<file path="config.mk">
export PLATFORM = sky130hd
export DESIGN_NAME = logic16_arbiter_flat
export DESIGN_NICKNAME = d
export VERILOG_FILES = /design/src/rtl/logic16_arbiter_if.sv /design/src/rtl/logic16_arbiter.sv /design/src/flat_wrapper.sv
export SDC_FILE = /design/constraint.sdc
export NUM_CORES = 1
export LEC_CHECK = 0
export BUFFER_PORTS_ARGS = -buffer_cell sky130_fd_sc_hd__buf_4
export CORE_ASPECT_RATIO = 1.75
export CORE_MARGIN = 8
export CORE_UTILIZATION = 54
export DETAILED_ROUTE_END_ITERATION = 10
export HOLD_SLACK_MARGIN = 0.03
export PLACE_DENSITY_LB_ADDON = 0.3
export RECOVER_POWER = 25
export SYNTH_ARGS = -nofsm -noshare
export SYNTH_HDL_FRONTEND = slang
export SYNTH_SLANG_ARGS = --single-unit
</file>
<file path="constraint.sdc">
create_clock -name clk -period 3.19 [get_ports clk]
set_clock_uncertainty 0.05 [all_clocks]
set_input_delay 0.4785 -clock clk [delete_from_list [all_inputs] [get_ports clk]]
set_output_delay 0.4785 -clock clk [all_outputs]
set_load 0.05 [all_outputs]
</file>
<file path="src/rtl/logic16_arbiter_if.sv">
// Request/response bundle between two requesters, the arbiter and the result consumer.
interface logic16_arbiter_if #(
   parameter int unsigned WIDTH = 16
);
   logic             req0_valid;
   logic             req0_ready;
   logic [1:0]       req0_op;
   logic [WIDTH-1:0] req0_a;
   logic [WIDTH-1:0] req0_b;

   logic             req1_valid;
   logic             req1_ready;
   logic [1:0]       req1_op;
   logic [WIDTH-1:0] req1_a;
   logic [WIDTH-1:0] req1_b;

   logic             rsp_valid;
   logic             rsp_ready;
   logic             rsp_id;
   logic [WIDTH-1:0] rsp_out;

   logic [15:0]      grant_count;

   // Arbiter side.
   modport slave (
      input  req0_valid, req0_op, req0_a, req0_b,
      output req0_ready,
      input  req1_valid, req1_op, req1_a, req1_b,
      output req1_ready,
      output rsp_valid, rsp_id, rsp_out,
      input  rsp_ready,
      output grant_count
   );

   // Requester / consumer side.
   modport master (
      output req0_valid, req0_op, req0_a, req0_b,
      input  req0_ready,
      output req1_valid, req1_op, req1_a, req1_b,
      input  req1_ready,
      input  rsp_valid, rsp_id, rsp_out,
      output rsp_ready,
      input  grant_count
   );
endinterface

</file>
<file path="src/rtl/logic16_arbiter.sv">
// Round-robin arbiter for two requesters sharing one 16-bit bitwise logic unit.
// A single result slot holds the registered, id-tagged result until consumed.
module logic16_arbiter #(
   parameter int unsigned WIDTH = 16
) (
   input logic              clk,
   input logic              rst_n,
   logic16_arbiter_if.slave bus
);
   localparam int unsigned CNT_W = 16;

   localparam logic [1:0] OP_AND  = 2'b00;
   localparam logic [1:0] OP_OR   = 2'b01;
   localparam logic [1:0] OP_XOR  = 2'b10;

   typedef enum logic {EMPTY = 1'b0, FULL = 1'b1} state_t;

   state_t             state;
   logic               last_grant;
   logic [WIDTH-1:0]   rsp_out;
   logic               rsp_id;
   logic [CNT_W-1:0]   grant_count;

   logic               slot_free;
   logic               win0;
   logic               win1;
   logic               accept;
   logic               winner;
   logic [1:0]         sel_op;
   logic [WIDTH-1:0]   sel_a;
   logic [WIDTH-1:0]   sel_b;
   logic [WIDTH-1:0]   result;

   // Winner selection: a lone requester wins, a tie goes to the one not granted last.
   always_comb begin
      slot_free = (state == EMPTY) || bus.rsp_ready;
      win0      = bus.req0_valid && (!bus.req1_valid || last_grant);
      win1      = bus.req1_valid && (!bus.req0_valid || !last_grant);
      accept    = rst_n && slot_free && (win0 || win1);
      winner    = win1;
   end

   // Operand mux and shared bitwise unit.
   always_comb begin
      sel_op = winner ? bus.req1_op : bus.req0_op;
      sel_a  = winner ? bus.req1_a  : bus.req0_a;
      sel_b  = winner ? bus.req1_b  : bus.req0_b;
      case (sel_op)
         OP_AND:  result = sel_a & sel_b;
         OP_OR:   result = sel_a | sel_b;
         OP_XOR:  result = sel_a ^ sel_b;
         default: result = ~(sel_a & sel_b);
      endcase
   end

   // Slot state, result register, round-robin pointer and grant counter.
   always_ff @(posedge clk or negedge rst_n) begin
      if (!rst_n) begin
         state       <= EMPTY;
         rsp_out     <= '0;
         rsp_id      <= 1'b0;
         last_grant  <= 1'b1;
         grant_count <= '0;
      end else if (accept) begin
         state       <= FULL;
         rsp_out     <= result;
         rsp_id      <= winner;
         last_grant  <= winner;
         grant_count <= grant_count + CNT_W'(1);
      end else if ((state == FULL) && bus.rsp_ready) begin
         state <= EMPTY;
      end
   end

   assign bus.req0_ready  = accept && !winner;
   assign bus.req1_ready  = accept && winner;
   assign bus.rsp_valid   = (state == FULL);
   assign bus.rsp_id      = rsp_id;
   assign bus.rsp_out     = rsp_out;
   assign bus.grant_count = grant_count;
endmodule

</file>
<file path="src/flat_wrapper.sv">
// flat-port wrapper written by rule: the top's interface ports become plain ports
module logic16_arbiter_flat 
#(
   parameter int unsigned WIDTH = 16
)
  (clk, rst_n, bus_req0_valid, bus_req0_op, bus_req0_a, bus_req0_b, bus_req0_ready, bus_req1_valid, bus_req1_op, bus_req1_a, bus_req1_b, bus_req1_ready, bus_rsp_valid, bus_rsp_id, bus_rsp_out, bus_rsp_ready, bus_grant_count);
  logic16_arbiter_if #(.WIDTH(WIDTH)) bus_i ();
  input logic clk;
  input logic rst_n;
  input wire logic [$bits(bus_i.req0_valid)-1:0] bus_req0_valid;
  input wire logic [$bits(bus_i.req0_op)-1:0] bus_req0_op;
  input wire logic [$bits(bus_i.req0_a)-1:0] bus_req0_a;
  input wire logic [$bits(bus_i.req0_b)-1:0] bus_req0_b;
  output wire logic [$bits(bus_i.req0_ready)-1:0] bus_req0_ready;
  input wire logic [$bits(bus_i.req1_valid)-1:0] bus_req1_valid;
  input wire logic [$bits(bus_i.req1_op)-1:0] bus_req1_op;
  input wire logic [$bits(bus_i.req1_a)-1:0] bus_req1_a;
  input wire logic [$bits(bus_i.req1_b)-1:0] bus_req1_b;
  output wire logic [$bits(bus_i.req1_ready)-1:0] bus_req1_ready;
  output wire logic [$bits(bus_i.rsp_valid)-1:0] bus_rsp_valid;
  output wire logic [$bits(bus_i.rsp_id)-1:0] bus_rsp_id;
  output wire logic [$bits(bus_i.rsp_out)-1:0] bus_rsp_out;
  input wire logic [$bits(bus_i.rsp_ready)-1:0] bus_rsp_ready;
  output wire logic [$bits(bus_i.grant_count)-1:0] bus_grant_count;
  assign bus_i.req0_valid = bus_req0_valid;
  assign bus_i.req0_op = bus_req0_op;
  assign bus_i.req0_a = bus_req0_a;
  assign bus_i.req0_b = bus_req0_b;
  assign bus_req0_ready = bus_i.req0_ready;
  assign bus_i.req1_valid = bus_req1_valid;
  assign bus_i.req1_op = bus_req1_op;
  assign bus_i.req1_a = bus_req1_a;
  assign bus_i.req1_b = bus_req1_b;
  assign bus_req1_ready = bus_i.req1_ready;
  assign bus_rsp_valid = bus_i.rsp_valid;
  assign bus_rsp_id = bus_i.rsp_id;
  assign bus_rsp_out = bus_i.rsp_out;
  assign bus_i.rsp_ready = bus_rsp_ready;
  assign bus_grant_count = bus_i.grant_count;
  logic16_arbiter #(.WIDTH(WIDTH)) u_core (.clk(clk), .rst_n(rst_n), .bus(bus_i));
endmodule
</file>
==> reports/qor.yml <==
setup_path:
  r2r_slack_ns: 0.82
  r2r-end: "u_core.bus.rsp_out[1]"
  critPathCaptureType: "register"
  arrival_ns: 2.50
  r2r_start: "u_core.last_grant"
  startpoint_type: "register"
  worstPathMaxFanout: 18
  crit_required_ns: 3.32
  r2r_cells: 7
  crit_type: "reg2reg"
power:
  p_comb_share_pct: 52.1
  swShare_pct: 45.2
  p_int_w: 0.00111
  power_density_nw_per_um2: 517
  pwr-share-clk_pct: 16.6
  p_switching_w: 0.000913
  ir_drop_uv: 249
  totalPowerFinal_w: 0.00202
  p_leak_nw: 1.99
  power_frac_seq_pct: 31.3
global_routing:
  grt_max_degree: 49
  overflow: 0
  grtUsageTotal_pct: 19.0
  grt_pass1_vias: 2897
  grt_pass1_wl_um: 12800
  grt_antenna_before_repair: 0
placement:
  dp_cells: 474
  place.gp.congestion: 0.822
  portBuffers: 108
  hpwl_um: 6140
  dp_slack_ns: 0.579
die:
  die_area_um2: 8130
  chipHeight_um: 113
  start_util_pct: 55.7
  chipWidth_um: 71.7
  io_pins: 109
  coreArea_um2: 5260
  placementRows: 35
finish:
  fin_nets: 532
  layout_commonest_cell: "buf_4"
  final_cell_mix: "113 x buf_4, 37 x inv_1, 34 x dfrtp_1"
  final_cells: 482
  fillers: 426
  n_antenna_cell: 0
  drive_gt1_share_pct: 35.4
  area_delta_synth_final_pct: 33.5
  post-route-util_pct: 74.4
clocking:
  cts.clk_slew.worst_paths_ns: 0.08
  clkSinkCount: 35
  cts_made_buffers: 5
  cts_hold_buffers: 0
  clock_latency_ns: 0.28
  htree_levels: 2
  cts_setup_buffers: 0
  cts_tree: "built"
  cts_buffer_depth: 2
  post_cts_resized: 0
  cts_root_buf: "clkbuf_8"
drt:
  num_vias: 2702
  drt_iter0_drc: 70
  wl_per_cell_um: 16.0
  firstDrtPassIters: 4
  antenna_left: 0
  drc: 0
  vias_per_cell: 5.61
  routed_wl_um: 7690
sta:
  finalSetupViolCount: 0
  period_share_pct: 74.3
  setup_ws_ns: 0.819
  tightest_slew_ns: 0.674
  slew_headroom_pct: 54.8
  min_period_ns: 2.37
  max_freq_mhz: 422
  setup_tns_ns: 0
  rsz0062_at_grt: "no"
  drv_slew: 0
  finalHoldViolations: 0
yosys:
  netlist_instances: 321
  ys_seq_area_share_pct: 30.0
  synth.cell_area_um2: 2930
  ys_ff_latch: 35
  syn_avg_cell_area_um2: 9.12
  ys_types: 36
  syn-num-nets: 427
  synth_warnings: 0
status:
  status: "completed"
flow_run:
  maxCapViolations: 0
min_path:
  hold_path_class: "in2async"
kinds of logic after synthesis:
family	count (synthesis)	share of synthesized area [%]
AOI/OAI and AO/OA	67	14.1
xor gates and xnor gates	15	4.74
adders and majority gates	33	14.1
buffers and inverters	54	7.65
DFF	35	30.0
muxes	51	18.3
and+or+nand+nor	66	11.2
power groups by stage:
| stage | Combinational (W) | Sequential (W) | Clock, W |
|---|---|---|---|
| finish | 0.00105 | 0.000632 | 0.000335 |
| global route | 0.00113 | 0.000646 | 0.000356 |
| CTS | 0.00106 | 0.000630 | 0.000338 |
| detailed placement | 0.00106 | 0.000638 | 0 |
| global placement | 0.00103 | 0.000637 | 0 |
| floorplan | 0.000389 | 0.000955 | 0 |
registers in the layout, indices dropped and copies added (netlist names):
| name | count |
|---|---|
| u_core.bus.rsp_out | 16 |
| u_core.bus.grant_count | 16 |
| u_core.bus.rsp_id | 1 |
| u_core.last_grant | 1 |
| u_core.bus.rsp_valid | 1 |
worst max path at each step:
stage	startpoint	to	slack (ns)	cells past startpoint
2_1_floorplan	u_core.bus.rsp_valid	bus_req0_ready	0.60	4
3_3_place_gp	bus_req0_valid	u_core.bus.rsp_out[13]	0.63	8
4_1_cts	u_core.last_grant	bus_req1_ready	0.79	4
3_5_place_dp	bus_req0_valid	u_core.bus.rsp_out[1]	0.58	8
6_report	u_core.last_grant	u_core.bus.rsp_out[1]	0.82	7
5_1_grt	u_core.last_grant	u_core.bus.rsp_out[13]	0.71	7
area by class of cell:
type / count / area, um^2 / area share [%]
well taps: 55 / 68.8 / 1.76
repair buffers: 115 / 876 / 22.4
inverters: 37 / 139 / 3.55
flip-flops and latches: 35 / 877 / 22.4
multi-input cells: 232 / 1860 / 47.5
clock inverters: 1 / 5.00 / 0.128
clock buffers: 7 / 86.3 / 2.21
metal layers:
metal	GRT usage (%)	up-vias	share of wire (%)	routed length, um
li1	-	1315	-	-
met1	19.0	1283	37	2850
met2	35.3	90	54	4140
met3	6.15	14	7.3	560
met4	6.72	0	1.9	148
met5	0	-	0	0
metrics by stage:
step	area, um^2	hold WS, ns
after floorplan	2930	0.133
after global placement	3820	0.410
after detailed placement	3820	0.409
after CTS	3910	0.202
after global routing	3910	0.247
final	3910	0.208
cell usage after synthesis:
cell      instances  area (um^2)
nor4_2            1         12.5
o21ai_1           2         10.0
and3_4            1         11.3
or3_1             1         6.26
nor3_2            1         10.0
o211ai_1          2         15.0
xnor2_2           1         16.3
a211oi_1         14          105
clkbuf_1          6         22.5
a21oi_1          28          140
dfrtp_1          34          851
mux2i_2           1         13.8
buf_4             3         22.5
nand2b_4          1         13.8
nand2b_1          1         6.26
xnor2_1           8         70.1
buf_2             8         40.0
nand3_1           5         25.0
nor3_1            5         25.0
ha_1             33          413
nor2_1           22         82.6
mux2_2           17          191
o31ai_1           2         15.0
nor2b_1           1         6.26
a31oi_1          14         87.6
dfstp_2           1         26.3
a21o_1            2         15.0
mux2i_1          33          330
a21boi_1          1         7.51
nand2_1          24         90.1
and3_1            1         6.26
inv_1            37          139
or4b_4            1         13.8
xor2_1            6         52.6
o22a_1            2         17.5
nand3_4           1         17.5
critical path: stages, from the launching register on:
cell and delay [ns]:
dfstp_2 0.39, a21boi_4 0.41, buf_12 0.24, mux2_2 0.36
ha_1 0.32, o211ai_1 0.20, o31ai_1 0.10, o22a_1 0.18
Note: power is estimated with default switching activity, not from simulation.
